File: config.mk
export PLATFORM = sky130hd
export DESIGN_NAME = fx3_tx_arbiter
export DESIGN_NICKNAME = d
export VERILOG_FILES = /design/src/rtl/fx3_tx_arbiter.sv
export SDC_FILE = /design/constraint.sdc
export NUM_CORES = 1
export LEC_CHECK = 0
export ABC_AREA = 1
export CAP_MARGIN = 20
export CORE_MARGIN = 4
export CORE_UTILIZATION = 58
export DETAILED_ROUTE_END_ITERATION = 12
export DONT_BUFFER_PORTS = 1
export GPL_TIMING_DRIVEN = 1
export PLACE_DENSITY = 0.74
export SYNTH_ARGS = -nofsm -noshare
export SYNTH_HDL_FRONTEND = slang
export SYNTH_SLANG_ARGS = --single-unit
File: constraint.sdc
create_clock -name clk -period 3.6 [get_ports clk]
set_clock_uncertainty 0.2 [all_clocks]
set_input_delay 0 -clock clk [delete_from_list [all_inputs] [get_ports clk]]
set_output_delay 0 -clock clk [all_outputs]
set_load 0.01 [all_outputs]
File: src/rtl/fx3_tx_arbiter.sv
// ============================================================================
// fx3_tx_arbiter : packet round-robin arbiter for two 16-bit stream sources
//                  onto the FX3 TX path, with a source-ID header per grant.
// Revision       : 1.0 - initial release
// ============================================================================
`default_nettype none

module fx3_tx_arbiter #(
  parameter int MAX_LEN = 256,
  parameter int CW      = 9
) (
  input  logic        clk,
  input  logic        rst_n,
  input  logic        en_i,
  input  logic [15:0] s0_data_i,
  input  logic        s0_valid_i,
  input  logic        s0_last_i,
  output logic        s0_ready_o,
  input  logic [15:0] s1_data_i,
  input  logic        s1_valid_i,
  input  logic        s1_last_i,
  output logic        s1_ready_o,
  output logic [15:0] m_data_o,
  output logic        m_valid_o,
  input  logic        m_ready_i,
  output logic [1:0]  grant_o,
  output logic        busy_o
);

  localparam logic [CW-1:0] C_CNT_LAST = CW'(MAX_LEN - 1);

  typedef enum logic [1:0] {
    S_IDLE = 2'd0,
    S_HDR  = 2'd1,
    S_DATA = 2'd2
  } state_t;

  state_t         r_state;
  logic           r_src;
  logic           r_rr_last;
  logic [CW-1:0]  r_cnt;
  logic [1:0]     r_grant;
  logic           r_busy;
  logic [15:0]    r_hdr;

  logic [15:0]    w_sel_data;
  logic           w_sel_valid;
  logic           w_sel_last;
  logic           w_pick;
  logic           w_xfer;
  logic           w_eob;

  always_comb begin
    w_sel_data  = r_src ? s1_data_i  : s0_data_i;
    w_sel_valid = r_src ? s1_valid_i : s0_valid_i;
    w_sel_last  = r_src ? s1_last_i  : s0_last_i;
  end

  // On a tie the source that did not own the previous burst wins.
  assign w_pick = (s0_valid_i && s1_valid_i) ? ~r_rr_last : s1_valid_i;
  assign w_xfer = (r_state == S_DATA) && w_sel_valid && m_ready_i;
  assign w_eob  = w_xfer && (w_sel_last || (r_cnt == C_CNT_LAST));

  always_comb begin
    m_valid_o = 1'b0;
    m_data_o  = 16'h0000;
    case (r_state)
      S_HDR: begin
        m_valid_o = 1'b1;
        m_data_o  = r_hdr;
      end
      S_DATA: begin
        m_valid_o = w_sel_valid;
        m_data_o  = w_sel_data;
      end
      default: begin
        m_valid_o = 1'b0;
        m_data_o  = 16'h0000;
      end
    endcase
  end

  assign s0_ready_o = (r_state == S_DATA) && !r_src && m_ready_i;
  assign s1_ready_o = (r_state == S_DATA) &&  r_src && m_ready_i;
  assign grant_o    = r_grant;
  assign busy_o     = r_busy;

  always_ff @(posedge clk or negedge rst_n) begin
    if (!rst_n) begin
      r_state   <= S_IDLE;
      r_src     <= 1'b0;
      r_rr_last <= 1'b1;
      r_cnt     <= '0;
      r_grant   <= 2'b00;
      r_busy    <= 1'b0;
      r_hdr     <= 16'h0000;
    end else begin
      case (r_state)
        S_IDLE: begin
          if (en_i && (s0_valid_i || s1_valid_i)) begin
            r_src   <= w_pick;
            r_hdr   <= {4'hA, 3'b000, w_pick, 8'h00};
            r_grant <= w_pick ? 2'b10 : 2'b01;
            r_busy  <= 1'b1;
            r_state <= S_HDR;
          end
        end
        S_HDR: begin
          if (m_ready_i) begin
            r_cnt   <= '0;
            r_state <= S_DATA;
          end
        end
        S_DATA: begin
          if (w_eob) begin
            r_cnt     <= '0;
            r_rr_last <= r_src;
            r_grant   <= 2'b00;
            r_busy    <= 1'b0;
            r_state   <= S_IDLE;
          end else if (w_xfer) begin
            r_cnt <= r_cnt + 1'b1;
          end
        end
        default: begin
          r_state <= S_IDLE;
        end
      endcase
    end
  end

endmodule

`default_nettype wire

# Word-level counts from Yosys, hierarchy flattened
# Index checks and enable logic that the tools add are counted.
[op_classes]
n_eq_ne = 7
div = 0
addsub = 1
shifts = 0
bitwise_logic = 1
n_reduce_logical = 20
multipliers = 0
order_cmp = 0
n_mux = 20
[ops]
columns = ["op", "n"]
rows = [
  ["one-hot mux 16 bit (2 select lines)", 1],
  ["2-to-1 mux 9 bit", 3],
  ["one-hot mux 9 bit (2 select lines)", 1],
  ["2-to-1 mux 16 bit", 1],
  ["2-to-1 mux 2 bit", 5],
  ["adder 9 x 1 -> 9 bit, second input constant", 1],
  ["== test 9 x 8 -> 1 bit, second input constant", 1],
  ["logical AND 1 bit", 9],
  ["AND reduction 3 bit", 3],
  ["!= test 2 bit, second input constant", 3],
  ["one-hot mux 2 bit (3 select lines)", 1],
  ["2-to-1 mux 1 bit", 5],
  ["one-hot mux 1 bit (2 select lines)", 2],
  ["one-hot mux 2 bit (2 select lines)", 1],
  ["AND reduction 2 bit", 2],
  ["nonzero test 2 bit", 2],
  ["!= test 3 bit, second input constant", 1],
  ["== test 2 x 1 -> 1 bit, second input constant", 1],
  ["== test 2 bit, second input constant", 1],
  ["logical NOT 2 bit", 1],
  ["logical OR 1 bit", 2],
  ["logical NOT 1 bit", 1],
  ["NOT 1 bit", 1],
]
[word_totals]
in_bits = 40
regBits = 18
out_inout_bits = 22
mem_bits_ro = 0
latchBits = 0
memories = 0
mem_bits_rw = 0

# Longest topological paths before layout
[logic_depth]
ltp_word = 6
ltp_mapped = 13
ltp_nobuf = 13

# Worst setup path after synthesis
# OpenSTA, ideal clock, no wires.
[synth_path]
path_kind = "register -> register"
from = "reg r_cnt[0]"
to = "reg r_grant[1], in the netlist grant_o[1]"
slack_ns = 1.635
arrival_ns = 1.648
path_stages_with_launch = 14
period_less_slack_ns = 1.965
path_cell_list = "dfrtp_1 > ha_1 > nand3_1 > nor2_1 > nand2_1 > nor3b_1 > ha_1 > inv_1 > nand3_2 > nand3_4 > nand2_4 > nand2_4 > nand2_1 > o21ai_2"
[synth_via]
elab_chain_cells = 5
[synth_lines]
columns = ["element", "line", "source"]
rows = [
  ["start: declaration", "41", "logic [CW-1:0] r_cnt;"],
  ["start signal: assignment", "122", "r_cnt <= r_cnt + 1'b1;"],
  ["== test 9 x 8 -> 1 bit", "62", "assign w_eob = w_xfer && (w_sel_last || (r_cnt == C_CNT_LAST));"],
  ["logical OR 1 bit", "62", ""],
  ["logical AND 1 bit", "62", ""],
  ["!= test 2 bit (no line)", "n/a", ""],
  ["AND reduction 3 bit (no line)", "n/a", ""],
  ["end signal: assignment", "103", "r_grant <= w_pick ? 2'b10 : 2'b01;"],
  ["end: declaration", "42", "logic [1:0] r_grant;"],
]
# No other way between the ends.
# A chain may end at the register's enable or synchronous reset.

# Worst setup path after layout
[layout_path]
from = "reg r_cnt[0]"
to = "reg r_state[1]"
[layout_via]
elab_chain_cells = 5
[layout_lines]
columns = ["element", "line", "source"]
rows = [
  ["== test 9 x 8 -> 1 bit", "62", ""],
  ["logical OR 1 bit", "62", ""],
  ["logical AND 1 bit", "62", ""],
  ["!= test 2 bit (no line)", "n/a", ""],
  ["AND reduction 3 bit (no line)", "n/a", ""],
  ["end signal: assignment", "90", "r_state <= S_IDLE;"],
  ["end signal: assignment", "105", "r_state <= S_HDR;"],
  ["end signal: assignment", "111", "r_state <= S_DATA;"],
  ["end: declaration", "38", "state_t r_state;"],
]
# No other way between the ends.

==> run summary <==
The total clock buffers created by CTS came out at 3. The number of top-level design ports came out at 62. The number of register bits inferred by synthesis came out at 17. At the later pin of the worst-skew pair, clock insertion delay measures 290 ps. The count of port buffers added during placement came out at 0. Per report_power, the clock group accounts for 11.8% of the total. The final critical-path required period is 3160 ps.

The largest net degree at the start of global routing came out at 18. Net switching is 48.2% of the power. Setup repair after global routing left no endpoint under its margin. The critical path goes through ha_1 > nand3_1 > nor2_1 > nand2_1 > nor3b_1 > ha_1 > inv_1 > nand3_2 > nand3_4 > nand2_4 > nand4_1 > dlygate4sd3_1 > nand2_1 > dlygate4sd3_1. Summed over all cells, the static leakage comes to 0.000795 µW. The setup TNS after final layout came out at 0 ps. Measured along the y axis, the die boundary spans 55.1 µm. After clock tree synthesis, the clock-pin slew on the worst setup and hold paths is 110 ps. The maximum fanout count along the critical path is 6. The aggregate global-route resource usage is 32.4%. The count of vias placed by the detailed router came out at 1407. The first global-routing pass estimated 6810 µm of wire. The proportion of layout cells with a drive suffix above 1 came out at 11.2%. The iteration count of the initial detailed-routing pass came out at 4. Among all stages on the critical path, the largest delay is contributed by dlygate4sd3_1. The initial core utilization is 63.1%.

The post-cts sizing count is 0. Of the available clock period, the critical path in the final layout requires 87.7%. The share of synthesized area occupied by flip-flops and latches is 33.1%. The area of all sequential standard cells is 427 µm².

The worst-case IR drop observed on VDD is 445 µV. The number of setup buffers added after CTS came out at 0. The arrival time of the worst setup path came out at 3190 ps. Based on the critical path, the design can be clocked at up to 317 MHz. The distinct cell type count of the synthesized netlist came out at 30. In this run the deepest clock path goes through 2 buffers. At the pin with the least slew margin, the transition time is 781 ps. The final layout contains routed wiring with a total length of 4110 µm. The number of antenna violations at the first check in global routing is 0. The setup path with the least slack is of type flop to flop. Using the TritonRoute via totals, the vias-per-cell ratio works out to 5.61.

The mean area per synthesized cell came out at 6.92 µm². The post-route DRC violation count came out at 0. At the end of routability-driven placement, the weighted congestion stood at 0.788. The floorplan row count came out at 16. The part of the total power dissipated in sequential elements came out at 30.9%. The worst min-delay path class is input pin to flop.

The signed area change from the synthesized netlist to the final layout came out at 32.3%. The required time of the critical path is 3630 ps. The mean routed wirelength per cell came out at 16.4 µm. The via count of the first global-routing pass came out at 1420. The power per cell area came out at 528 nW/µm². The worst setup path is launched from a flop. In this run, the combinational gates consume 57.2% of the power.

For this design, the sink count on the clock tree is 17. The DRC violation total after the first TritonRoute iteration is 50. Once detail routing completed, the nets flagged for antenna violations numbered 0. Once layout is complete, the utilization of the core stands at 83.4%. The reported net switching power is 433 µW.

The horizontal extent of the die is 55.1 µm. The net count of the mapped netlist is 232. For this run the aggregate overflow at the end of global routing stands at 0.

Cell internal power was estimated by the tool at 465 µW. The largest stage delay on the critical path is 580 ps. The Yosys step of the flow raised 0 warnings.

The tree is rooted in a clkbuf_4. The final number of setup-violating endpoints is 0. The tightest slew margin relative to the limit came out at 47.8%. The final-report max-slew violation count is 0. The number of fill cells in the layout is 132.

The number of max-cap violations came out at 0. The CTS tree is done. The area of the die came out at 3040 µm². 0 antenna diodes ended up in the layout. The flow ran to the end, and the final reports show no timing, DRC or antenna violations.

The number of instances in the synthesized netlist came out at 186. The maximum level of the CTS H-tree is 1. After the last flow step, the layout net total stands at 271.

The critical path capture point type is a flop. The floorplan step defined a core boundary enclosing 2040 µm². The placed wire-length estimate after detailed placement is 2290 µm. The multi-input logic area is 743 µm². The post-synthesis instance area came out at 1290 µm². The total count of hold-check failures in the final report is 0.
stage by stage:
stage / hold WS, ps / worst slack, ps / cell area [µm²] / power (µW) / std cells
6_report: 2.69 / 443 / 1700 / 898 / 251
5_1_grt: 14.6 / 207 / 1700 / 984 / 251
4_1_cts: 0.590 / 466 / 1700 / 871 / 251
3_5_place_dp: -495 / 1450 / 1280 / 681 / 208
3_3_place_gp: -495 / 1520 / 1280 / 669 / 208
2_1_floorplan: -496 / 1630 / 1290 / 630 / 186
cells in the final DEF, fill, tap and decap left out, types with 2 or more instances in the layout:
master / instances
nor2_2: 2
nand2_2: 3
nor2_1: 10
nand2_1: 69
dlygate4sd3_1: 39
nand2_4: 2
o21ai_0: 5
a21oi_1: 14
clkbuf_4: 3
ha_1: 6
dfrtp_1: 16
o21ai_2: 2
nand3_1: 10
inv_2: 6
o21ai_1: 6
inv_1: 15
nand4_1: 2
nand3_2: 3
final cells by class:
cell class	instances	share of cell area [%]
Clock inverter	1	0.441
Timing Repair Buffer	39	22.9
Inverter	21	4.63
Multi-Input combinational cell	143	43.6
Tap cell	27	1.98
Sequential cell	17	25.1
Clock buffer	3	1.32
critical path, delay by kind of cell (launching register included):
kind | cells | cell delay (ps)
buf+inv | 3 | 1170
simple gates | 9 | 950
flops | 1 | 400
fa+ha+maj | 2 | 380
registers in the layout, summed over array words and instances (netlist names):
| signal | flops |
|---|---|
| busy_o | 1 |
| grant_o | 2 |
| r_rr_last | 1 |
| r_cnt | 9 |
| r_state | 2 |
| r_hdr | 2 |
layer usage:
| metal | part of all wire [%] | wire length [µm] | GRT usage (%) |
|---|---|---|---|
| met5 | 0 | 0 | 0 |
| met4 | 5.4 | 221 | 19.8 |
| met3 | 5.3 | 218 | 12.3 |
| met2 | 53 | 2180 | 51.6 |
| met1 | 36 | 1490 | 36.5 |
synth_stat cells:
| cell | instances | area share [%] |
|---|---|---|
| inv_2 | 6 | 1.7 |
| dfrtp_1 | 16 | 31 |
| xor2_1 | 1 | 0.68 |
| o21ai_1 | 6 | 2.3 |
| nand3_1 | 10 | 3.9 |
| buf_2 | 1 | 0.39 |
| dfstp_2 | 1 | 2.0 |
| nand4_1 | 2 | 0.97 |
| nor3b_1 | 1 | 0.58 |
| nand2_1 | 69 | 20 |
| nand3_4 | 1 | 1.4 |
| a22o_1 | 1 | 0.68 |
| nand2_4 | 2 | 1.7 |
| a21oi_1 | 14 | 5.4 |
| nor2_1 | 10 | 2.9 |
| o21a_1 | 1 | 0.58 |
| o21ai_0 | 5 | 1.9 |
| buf_6 | 2 | 1.7 |
| inv_1 | 15 | 4.4 |
| ha_1 | 6 | 5.8 |
| o21bai_1 | 1 | 0.58 |
| clkbuf_1 | 1 | 0.29 |
| nand2_2 | 3 | 1.5 |
| nor2_4 | 1 | 0.87 |
| buf_4 | 1 | 0.58 |
| a22oi_1 | 1 | 0.58 |
| o21ai_2 | 2 | 1.4 |
| nand3_2 | 3 | 2.3 |
| o22ai_1 | 1 | 0.49 |
| nor2_2 | 2 | 0.97 |
kinds of logic after synthesis:
logic type / share of synthesized area (%)
compound gates: 14.0
xor+xnor: 0.680
fa+ha+maj: 5.83
buf+inv: 9.13
flops: 33.1
simple gates: 37.2
worst paths after layout:
kind                                       startpoint                endpoint  slack [ps]  cells past startpoint
worst min register to register  r_hdr[13]$_DFFE_PN0P_   r_hdr[13]$_DFFE_PN0P_         320                      2
worst min-delay path                        s1_last_i    r_cnt[1]$_DFFE_PN0P_           3                      7
min in group asynchronous                       rst_n      busy_o$_DFFE_PN0P_          20                      1
max in group asynchronous                       rst_n    r_cnt[6]$_DFFE_PN0P_        2690                      1
worst max-delay path             r_cnt[0]$_DFFE_PN0P_  r_state[1]$_DFFE_PN0P_         440                     14
worst max register to register   r_cnt[0]$_DFFE_PN0P_  r_state[1]$_DFFE_PN0P_         440                     14
power by group through the flow:
stage	logic, µW	registers (µW)	clock network (µW)
after global placement	392	277	0
after CTS	486	276	108
final	514	278	106
after global routing	576	284	123
after detailed placement	400	280	0
after floorplan	361	269	0
repair_timing:
| item | 4_1_cts | 5_1_grt |
|---|---|---|
| endpoints found under the hold margin | 50 | 0 |
| hold buffers | 39 | 0 |
| endpoints found under the setup margin | 0 | 0 |
No activity file was read; power rests on OpenSTA's default activity.
